==> config.mk <==
export PLATFORM = sky130hd
export DESIGN_NAME = detector_jogada
export DESIGN_NICKNAME = d
export VERILOG_FILES = /design/src/rtl/detector_jogada_pkg.sv /design/src/rtl/detector_jogada_contador_m.sv /design/src/rtl/detector_jogada.sv
export SDC_FILE = /design/constraint.sdc
export NUM_CORES = 1
export LEC_CHECK = 0
export CAP_MARGIN = 20
export CORE_MARGIN = 10
export CORE_UTILIZATION = 30
export DETAILED_ROUTE_END_ITERATION = 16
export PLACE_DENSITY = 0.5
export SKIP_CTS_REPAIR_TIMING = 1
export SLEW_MARGIN = 10
export SYNTH_ARGS = -nofsm -noshare
export SYNTH_HDL_FRONTEND = slang
export SYNTH_HIERARCHICAL = 1
export SYNTH_SLANG_ARGS = --single-unit
==> constraint.sdc <==
create_clock -name clock -period 3.1 [get_ports clock]
set_input_delay 0.62 -clock clock [delete_from_list [all_inputs] [get_ports clock]]
set_output_delay 0.62 -clock clock [all_outputs]
set_load 0.01 [all_outputs]
==> src/rtl/detector_jogada_pkg.sv <==
// Shared definitions for the button-move detector: FSM state encoding,
// also decoded by the display logic through db_estado.
package detector_jogada_pkg;

   typedef enum logic [1:0] {
      LIVRE  = 2'd0,
      FILTRO = 2'd1,
      PULSO  = 2'd2,
      SOLTAR = 2'd3
   } estado_t;

endpackage

==> src/rtl/detector_jogada_contador_m.sv <==
// Modulo-M up counter with synchronous clear (zera), enable (conta) and
// a terminal-count flag (fim) raised while the count equals M-1.
module contador_m #(
   parameter int M = 50000,
   localparam int W = (M > 1) ? $clog2(M) : 1
) (
   input  logic clock,
   input  logic reset,
   input  logic zera,
   input  logic conta,
   output logic fim
);

   logic [W-1:0] valor;

   always_ff @(posedge clock or negedge reset) begin
      if (!reset) begin
         valor <= '0;
      end else if (zera) begin
         valor <= '0;
      end else if (conta) begin
         valor <= fim ? '0 : valor + W'(1);
      end
   end

   assign fim = (valor == W'(M - 1));

endmodule

==> src/rtl/detector_jogada.sv <==
// Push-button move detector: debounces the buttons, emits a one-cycle
// jogada pulse with the one-hot button code and runs the per-move timeout.
module detector_jogada
   import detector_jogada_pkg::*;
#(
   parameter int N_BOTOES        = 4,
   parameter int DEBOUNCE_CICLOS = 50000,
   parameter int TIMEOUT_CICLOS  = 250000
) (
   input  logic                clock,
   input  logic                reset,
   input  logic [N_BOTOES-1:0] botoes,
   input  logic                habilita,
   input  logic                zeraT,
   output logic                jogada,
   output logic [N_BOTOES-1:0] botao_codigo,
   output logic                timeout,
   output logic [1:0]          db_estado
);

   estado_t             estado;
   logic [N_BOTOES-1:0] candidato;
   logic                zeraD, contaD, fimD;
   logic                zeraTimer, contaTimer, fimT, timerAtivo;

   function automatic logic exatamenteUm(input logic [N_BOTOES-1:0] v);
      return (v != '0) && ((v & (v - {{(N_BOTOES-1){1'b0}}, 1'b1})) == '0);
   endfunction

   // The debounce counter measures stability of the candidate in FILTRO and
   // of the all-released condition in SOLTAR; it idles at zero elsewhere.
   always_comb begin
      zeraD  = 1'b0;
      contaD = 1'b0;
      case (estado)
         FILTRO: contaD = habilita && (botoes == candidato);
         SOLTAR: begin
            zeraD  = (botoes != '0);
            contaD = (botoes == '0);
         end
         default: zeraD = 1'b1;
      endcase
   end

   // The timer stops itself at its last value so timeout holds without wrapping.
   assign timerAtivo = habilita && !timeout && (estado == LIVRE || estado == FILTRO);
   assign zeraTimer  = !habilita || zeraT || (estado == PULSO);
   assign contaTimer = timerAtivo && !fimT;

   contador_m #(.M(DEBOUNCE_CICLOS)) contDebounce (
      .clock (clock),
      .reset (reset),
      .zera  (zeraD),
      .conta (contaD),
      .fim   (fimD)
   );

   contador_m #(.M(TIMEOUT_CICLOS)) contTimeout (
      .clock (clock),
      .reset (reset),
      .zera  (zeraTimer),
      .conta (contaTimer),
      .fim   (fimT)
   );

   always_ff @(posedge clock or negedge reset) begin
      if (!reset) begin
         estado       <= LIVRE;
         jogada       <= 1'b0;
         botao_codigo <= '0;
         timeout      <= 1'b0;
         candidato    <= '0;
      end else begin
         jogada <= 1'b0;
         if (zeraTimer) begin
            timeout <= 1'b0;
         end else if (timerAtivo && fimT) begin
            timeout <= 1'b1;
         end
         case (estado)
            LIVRE: begin
               if (botoes != '0) begin
                  if (habilita && exatamenteUm(botoes)) begin
                     candidato <= botoes;
                     estado    <= FILTRO;
                  end else begin
                     estado <= SOLTAR;
                  end
               end
            end
            FILTRO: begin
               if (!habilita)                estado <= SOLTAR;
               else if (botoes != candidato) estado <= LIVRE;
               else if (fimD)                estado <= PULSO;
            end
            PULSO: begin
               jogada       <= 1'b1;
               botao_codigo <= candidato;
               estado       <= SOLTAR;
            end
            SOLTAR: begin
               if (botoes == '0 && fimD) estado <= LIVRE;
            end
            default: estado <= LIVRE;
         endcase
      end
   end

   assign db_estado = estado;

endmodule

After elaboration in Yosys (flattened, before gate mapping)
Index checks and enable logic that the tools add are counted.

storage, ports and cells
  flip-flop bits (word level) = 46

cells by class
  eq/ne operators = 10
  reductions and logical operators = 23
  mux-type cells = 18
  bitwise gates (word level) = 1
  add/subtract/negate cells = 3

operator list
  operator                                                            count
  18-bit 2-to-1 mux                                                   3
  16-bit 2-to-1 mux                                                   3
  18-bit by 1-bit adder with 18-bit output, second input constant     1
  18-bit == test, second input constant                               1
  16-bit by 1-bit adder with 16-bit output, second input constant     1
  16-bit == test, second input constant                               1
  2-bit 2-to-1 mux                                                    6
  1-bit logical AND                                                   8
  4-bit logical NOT                                                   2
  2-bit one-hot mux with 4 select lines                               1
  3-bit AND reduction                                                 2
  2-bit nonzero test                                                  3
  4-bit bitwise AND                                                   1
  2-bit == test, second input constant                                2
  4-bit == test                                                       1
  4-bit by 2-bit != test with 1-bit output, second input constant     1
  4-bit != test                                                       1
  1-bit one-hot mux with 2 select lines                               2
  4-bit nonzero test                                                  1
  4-bit by 1-bit subtractor with 4-bit output, second input constant  1
  1-bit logical NOT                                                   3
  1-bit logical OR                                                    3
  1-bit 2-to-1 mux                                                    3
  2-bit by 1-bit == test with 1-bit output, second input constant     1
  3 further kinds                                                     3

Longest topological paths before layout
Gate-level depths: netlist of the first run.

  depth after elaboration = 8
  mapped depth = 9

Cells and area by module
Netlist of the first run, hierarchy kept.

modules (own cells, without submodules)
  module                      times used  area each (sq um)  sequential area each (sq um)  cells an instance
  contador_m at contTimeout   1           1019.7             450.4                         107
  contador_m at contDebounce  1           952.2              400.4                         95
  detector_jogada             1           648.1              300.3                         60

Least setup slack after synthesis of the first run
OpenSTA, ideal clock, no wires.

  path kind = input to register
  start point = input botoes[0]
  end point = register contDebounce.valor[11]
  data required time = 3027 ps
  stages on the path = 8
  path buffers = 0
  slack = 345 ps
  arrival time = 2682 ps
  cell sequence = or4_1 nor2_1 a21oi_1 nor2b_1 nor2_1 nor3_1 or3b_2 a21oi_2

on the way
  longest elaborated chain between the ends = 4
  elaborated cells between the ends (all ways) = 8
  those cells by class = eq/ne: 1; mux: 3; reduce/logical: 4

ends and longest elaborated chain
  item                                     line                              RTL
  start, declared                          detector_jogada.sv:12             input logic [N_BOTOES-1:0] botoes,
  4-bit == test                            detector_jogada.sv:36             FILTRO: contaD = habilita && (botoes == candidato);
  1-bit logical AND                        detector_jogada.sv:36
  1-bit one-hot mux with 2 select lines *  detector_jogada.sv:35             case (estado)
  net contaD                               detector_jogada.sv:23             logic zeraD, contaD, fimD;
  2-bit nonzero test (no line) *           --
  end signal, assigned                     detector_jogada_contador_m.sv:22  valor <= fim ? '0 : valor + W'(1);
  end, declared                            detector_jogada_contador_m.sv:14  logic [W-1:0] valor;

Mark *: on every way through the listed nets, which the timed path passes. The rest lies on a longest branch.
A chain may end at the register's enable or synchronous reset.

Final worst setup path of the first run
  start point = input botoes[1]
  end point = register contDebounce.valor[11]

The elaborated chain is that of the path after synthesis.

==> results of run 1 <==
Yosys cell counts, drive strengths merged, types with 2 or more instances:
cell and instances:
dfrtp 46, nor2 35, nand2 20, nand3 16, xor2 15, a21oi 12
nand4 9, nor4 9, xnor2 9, mux2 8, o21ai 8, inv 7
nor3 7, nor2b 5, or3 5, or4 5, a21o 4, buf 4
nand2b 4, o41ai 4, or2 3, a211o 2, a211oi 2, a31oi 2
and3 2, and4b 2, ha 2, nor4b 2
layout make-up:
| cell class | count | area share |
|---|---|---|
| repair buffers | 30 | 0.08439 |
| flip-flops and latches | 46 | 0.3769 |
| clock buffers | 6 | 0.02704 |
| well taps | 108 | 0.04424 |
| multi-input cells | 204 | 0.4588 |
| inverters | 7 | 0.008603 |
flip-flops by register name, indices dropped and copies added, names as in the netlist:
signal,count
contDebounce/valor,16
timeout,1
contTimeout/valor,18
jogada,1
candidato,4
botao_codigo,4
db_estado,2
cells in the final DEF, fill, tap and decap left out, types with 6 or more instances in the layout:
cell	count
xor2_1	15
nor2_1	27
clkdlybuf4s50_1	14
xnor2_1	9
clkbuf_8	6
o21ai_0	7
nor2_2	8
nand3_1	15
a21oi_1	10
nand4_1	9
buf_4	15
inv_1	7
nand2_1	20
nor3_1	6
dfrtp_1	46
how the worst max path moves through the flow:
stage              start                            endpoint  slack (ns)  cells after the start
6_report       botoes[1]  contDebounce/valor[11]$_DFFE_PN0P_        0.35                      9
5_1_grt        botoes[1]  contDebounce/valor[11]$_DFFE_PN0P_        0.23                      9
4_1_cts        botoes[1]  contDebounce/valor[11]$_DFFE_PN0P_        0.34                      9
3_5_place_dp   botoes[1]  contDebounce/valor[11]$_DFFE_PN0P_        0.04                      9
3_3_place_gp   botoes[1]  contDebounce/valor[11]$_DFFE_PN0P_        0.13                      9
2_1_floorplan  botoes[0]  contDebounce/valor[11]$_DFFE_PN0P_        0.34                      8
logic make-up (layout without fill, tap and decap cells):
group	Yosys count	in the layout	synth area share
XOR/XNOR	24	24	0.08023
adder cells (fa/ha/maj)	2	2	0.009550
AO/OA/AOI/OAI	41	41	0.1208
multiplexers	8	8	0.03438
buffers and inverters	12	43	0.02579
AND/OR/NAND/NOR	129	129	0.2899
flip-flops	46	46	0.4393
layer usage:
layer,GRT usage,wire length (um)
met1,0.1151,2650
met2,0.1494,2732
met3,0.01995,202
met4,0.03807,78
met5,0,0
per-stage QoR:
stage	instances	total power (uW)	util	cell area, um^2
final	401	1022	0.3554	3054
after global routing	401	1069	0.3554	3054
after CTS	401	1042	0.3554	3054
after detailed placement	395	668.8	0.3458	2972
after global placement	395	668.9	0.3458	2972
after floorplan	262	632.0	-	2620
power by group through the flow:
stage | Combinational [uW] | Sequential, uW | Clock, uW
after global placement | 57.2 | 612 | 0
final | 55.4 | 600 | 367
after global routing | 62.1 | 600 | 408
after detailed placement | 57.1 | 612 | 0
after floorplan | 20.2 | 612 | 0
after CTS | 57.4 | 600 | 385
==> run metrics, run 1 <==
final slew viol count=0; Avg Cell Area, Syn=10.00 um^2; Initial Util=0.3049; first-pass GRT wire length=around 10 mm; drt drc=0; CP Data Arrival Time=a little under 3 ns; drt pass-1 iters=5; sequential share of the synthesized area=0.4394; CP max stage cell=or4_1; CTS max path bufs=2; Gate Count Post-Synth=roughly 260; clock skew=roughly 0.01 ns; CP max FO=3; Final GP Congestion=0.8152; core footprint=roughly 8600 um^2; Slew headroom=0.6979; Tot GR Track Use=0.09184; Psw=approximately 230 uW; TritonCTS clock tree=done; warning count from the yosys run=6; Cell Rows=34; Num CTS Buffers=5; setup_tns=0 ns; Reg clk slew, reported paths=~0.09 ns; Final Hold Vio Count=0; number of synthesized register bits=between 40 and 50; Worst R2R Path Depth=8; area share of the largest cell type after synthesis=0.4394; Max-cap violations=0; Gate power share=0.054; CP dominant cell by count=nor2_1; Worst Setup Slack post-DPL=roughly 0.035 ns; Total Wirelength=about 5.7 mm; status=finished, final reports clean; 1st-iter DRT viols=75; Yosys cell types=54; Final period util=0.8874; top cells by area, synth=dfrtp_1, xor2_1, nor2_1; Worst IR Drop VDD=between 0.00015 and 0.0002 V; layout net count=roughly 300; area grow syn2layout=16.57%; f_max=between 300 and 400 MHz; Reg power frac=0.587; CP startpoint kind=input port; RSZ-0062 raised after global routing=false; Worst-Skew Late Latency=0.30 ns; Hold Path Class=input port to asynchronous set/reset pin; Post-synth EDFFs=0; post-DP HPWL=4.315 mm; r2r endpoint=contTimeout/valor[10]$_DFFE_PN0P_; largest net degree at the start of global routing=34; die area=12870 um^2; CP Class=input port to flop; Register Area=roughly 1200 um^2; Final setup viols=0; clock sinks=46; ys flop type=dfrtp_1; Vert. Die Dim=roughly 110 um; worst-path cell chain=clkdlybuf4s50_1 > or4_1 > nor2_1 > a21oi_1 > nor2b_1 > nor2_1 > nor3_1 > or3b_2 > a21oi_2; Worst-Margin Slew=0.4490 ns; Die X=around 110 um; H-tree Lvls=2; clock root buffer=clkbuf_8; Max stage delay on crit path=0.55 ns; I/O pin total=16; crit end category=flop; fillers=slightly below 900; min Tclk post-route=~2.8 ns; vias in the first global route=~2.0k; Post-DRT Antenna Nets=0; number of port buffers=15; setup slack after layout=~0.35 ns; Antenna Cells=0; async set-reset flop share out of synthesis=1.000; routed length per instance=around 14 um; initial antenna violation count=0; Vias=2030; DR vias/cell=roughly 5; delay-heaviest family, CP=simple AND/OR/NAND/NOR gates; share of cells above drive strength 1=0.1809; clock network fraction of design power=0.359; internal power=793.0 uW; sw frac=0.2242; Worst Path Buf+Inv=1; leak pwr=between 0.001 and 0.0015 uW; WP data required=roughly 3.3 ns; Power per Cell Area=roughly 330 nW/um^2; mapped cell area=2620 um^2; multi-input combinational cell area=1401 um^2; WHS=approximately 0.20 ns; post-synth net total=272; dominant cell type by area after synthesis=dfrtp_1; GR Overflow Total=0; reg2reg setup slack=between 0.5 and 0.6 ns; RR Startpoint=contTimeout/valor[11]$_DFFE_PN0P_
Note: power is estimated with default switching activity, not from simulation.
==> run 2, diff against run 1 <==
ABC_AREA = 1   (was default)
GPL_ROUTABILITY_DRIVEN = 0   (was default)
==> run 2 against run 1 <==
Sequential power grew 24%. Setup slack improved by 0.072 ns. Die area is 6.2% higher. Routed wire length is 9.8% higher. Design area increased by 4.3%. Sequential share of layout area decreased by 1.6 points. Synthesized cell count rose by 47%. Maximum frequency grew 2.7%. Global-route usage rose by 0.54 points. Non-clock buffer count down 12. Combinational power grew to 9.6 times the previous value. Critical path type unchanged. Largest cell class unchanged.
==> run metrics, run 2 <==
r2r endpoint=contTimeout/valor[8]$_DFFE_PN0P_; biggest regs=contTimeout/valor: 18 flops, contDebounce/valor: 16 flops; number of port buffers=15; Slew headroom=0.5029; Max stage delay on crit path=~0.61 ns; Antenna Cells=0; H-tree Lvls=2; mapped cell area=2819 um^2; max FFs per register=18; Final period util=0.8642; Final setup viols=0; Yosys cell types=31; area share of the largest cell type after synthesis=0.4083; Total Wirelength=~6.2 mm; share of cells above drive strength 1=0.1029; synth cell count leaders=nand2_1, nor2_1, dfrtp_1, inv_1, nand3_1; Avg Cell Area, Syn=7.322 um^2; CP Data Arrival Time=2.85 ns; CP dominant cell by count=nand2_1; clock sinks=46; Gate Count Post-Synth=385; I/O pin total=16; RSZ-0062 raised after global routing=false; Max-cap violations=0; largest net degree at the start of global routing=26; Finished Core Util=0.3465; drt pass-1 iters=4; ys flop type=dfrtp_1; Final Hold Vio Count=0; CP Class=input port to flop; layout net count=between 400 and 500; status=finished, final reports clean; CTS max path bufs=2; Power per Cell Area=510.7 nW/um^2; CP startpoint kind=input port; Tot Pwr=~1600 uW; dominant cell type by area after synthesis=dfrtp_1; vias in the first global route=around 2.4k; clock root buffer=clkbuf_8; drt drc=0; Num CTS Buffers=5; post-synth net total=about 400; DR vias/cell=4.655; min Tclk post-route=2.679 ns; Initial Util=0.3065; GR Overflow Total=0; RR Startpoint=contTimeout/valor[0]$_DFFE_PN0P_; f_max=373.3 MHz; first-pass GRT wire length=approximately 11 mm; post-DP HPWL=approximately 4.9 mm; number of synthesized register bits=46; most frequent cell after synthesis=nand2_1; Worst-Margin Slew=~0.74 ns; Die X=about 120 um; commonest cells after routing, fill and taps aside=nand2_1, nor2_1, dfrtp_1, inv_1, nand3_1; Worst IR Drop VDD=0.0003555 V; core footprint=between 9000 and 10000 um^2; top cells by area, synth=dfrtp_1, nand2_1, nor2_1; CP max stage cell=nor2_1; routed length per instance=11.98 um; crit end category=flop; leak pwr=around 0.0014 uW; Cell Rows=35; Worst R2R Path Depth=12; initial antenna violation count=0; Tot GR Track Use=0.09728; die area=roughly 14000 um^2; Vert. Die Dim=116.9 um; TritonCTS clock tree=done; warning count from the yosys run=6; Top reg by flops=contTimeout/valor; most common cell after layout, fill and taps aside=nand2_1; Reg clk slew, reported paths=roughly 0.080 ns; Post-synth EDFFs=0; Vias=roughly 2.4k; sequential share of the synthesized area=0.4083; Post-DRT Antenna Nets=0; 1st-iter DRT viols=140; reg2reg setup slack=approximately 0.69 ns; CP max FO=11; async set-reset flop share out of synthesis=1.000; Worst-Skew Late Latency=roughly 0.30 ns; setup_tns=0 ns; clock skew=~0.013 ns; worst-path cell chain=clkdlybuf4s50_1 > nand2_1 > nand2_1 > nor2_2 > nand3_1 > o21ai_0 > nor2_1 > inv_1 > nand2_1 > xor2_1 > nor2_1; WP data required=3.27 ns; area grow syn2layout=13.05%; Hold Path Class=input port to asynchronous set/reset pin; final slew viol count=0
## run 2: changes by cell type after synthesis, sizes merged, moves of 8 or more
cell and delta:
nand3 +10, nor4 -9, inv +41, nor2 +41, o21ai +11, mux2 -8
nand2 +89
## run 2: logic make-up (layout without fill, tap and decap cells)
family | after synthesis | in the layout | synth area share
mux | 1 | 1 | 0.003551
fa+ha+maj | 2 | 2 | 0.008876
simple gates | 235 | 235 | 0.3822
xor+xnor | 16 | 16 | 0.04971
buf+inv | 51 | 74 | 0.07190
flops | 46 | 46 | 0.4083
compound gates | 34 | 34 | 0.07546
## run 2: routing by layer
| layer | vias up | track usage | routed length, um |
|---|---|---|---|
| met1 | 1103 | 0.1258 | 3073 |
| met5 | - | 0 | 0 |
| met2 | 40 | 0.1567 | 2814 |
| met3 | 7 | 0.02345 | 247 |
| li1 | 1266 | - | - |
| met4 | 0 | 0.02965 | 85 |
## run 2: area by class of cell
type	instances	area, um^2
tap	111	138.9
fill	967	6010
clock inverter	1	7.507
timing repair buffer	18	167.7
multi-input combinational	288	1465
sequential	46	1151
inverter	49	183.9
clock buffer	6	72.57
## run 2: where the power goes
group          switching [uW]  total [uW]  internal, uW
logic                     331         533           202
clock network             199         354           155
registers                63.6         741           677
total                     594        1630          1030
## run 2: critical path: cells and delay by family
family,cells,cell delay [ns]
and+or+nand+nor,7,1.09
buffers and inverters,2,0.83
AOI/OAI and AO/OA,1,0.16
xor gates and xnor gates,1,0.16
## run 2: through the flow
stage          hold WS, ns  instance area, um^2  setup WS, ns  std cells
2_1_floorplan       0.3244                 2819         1.006        385
3_3_place_gp        0.4771                 3107        0.1849        512
3_5_place_dp        0.4828                 3107       0.09064        512
4_1_cts             0.2996                 3187        0.4051        519
5_1_grt             0.3211                 3187        0.1360        519
6_report            0.2835                 3187        0.4211        519
## run 2: worst max-delay path by stage
stage	start	end	slack, ns
2_1_floorplan	contTimeout/valor[0]$_DFFE_PN0P_	contTimeout/valor[14]$_DFFE_PN0P_	1.01
3_3_place_gp	botoes[1]	contDebounce/valor[2]$_DFFE_PN0P_	0.18
3_5_place_dp	botoes[1]	contDebounce/valor[2]$_DFFE_PN0P_	0.09
4_1_cts	botoes[1]	contDebounce/valor[2]$_DFFE_PN0P_	0.41
5_1_grt	botoes[3]	contDebounce/valor[2]$_DFFE_PN0P_	0.14
6_report	botoes[1]	contDebounce/valor[2]$_DFFE_PN0P_	0.42
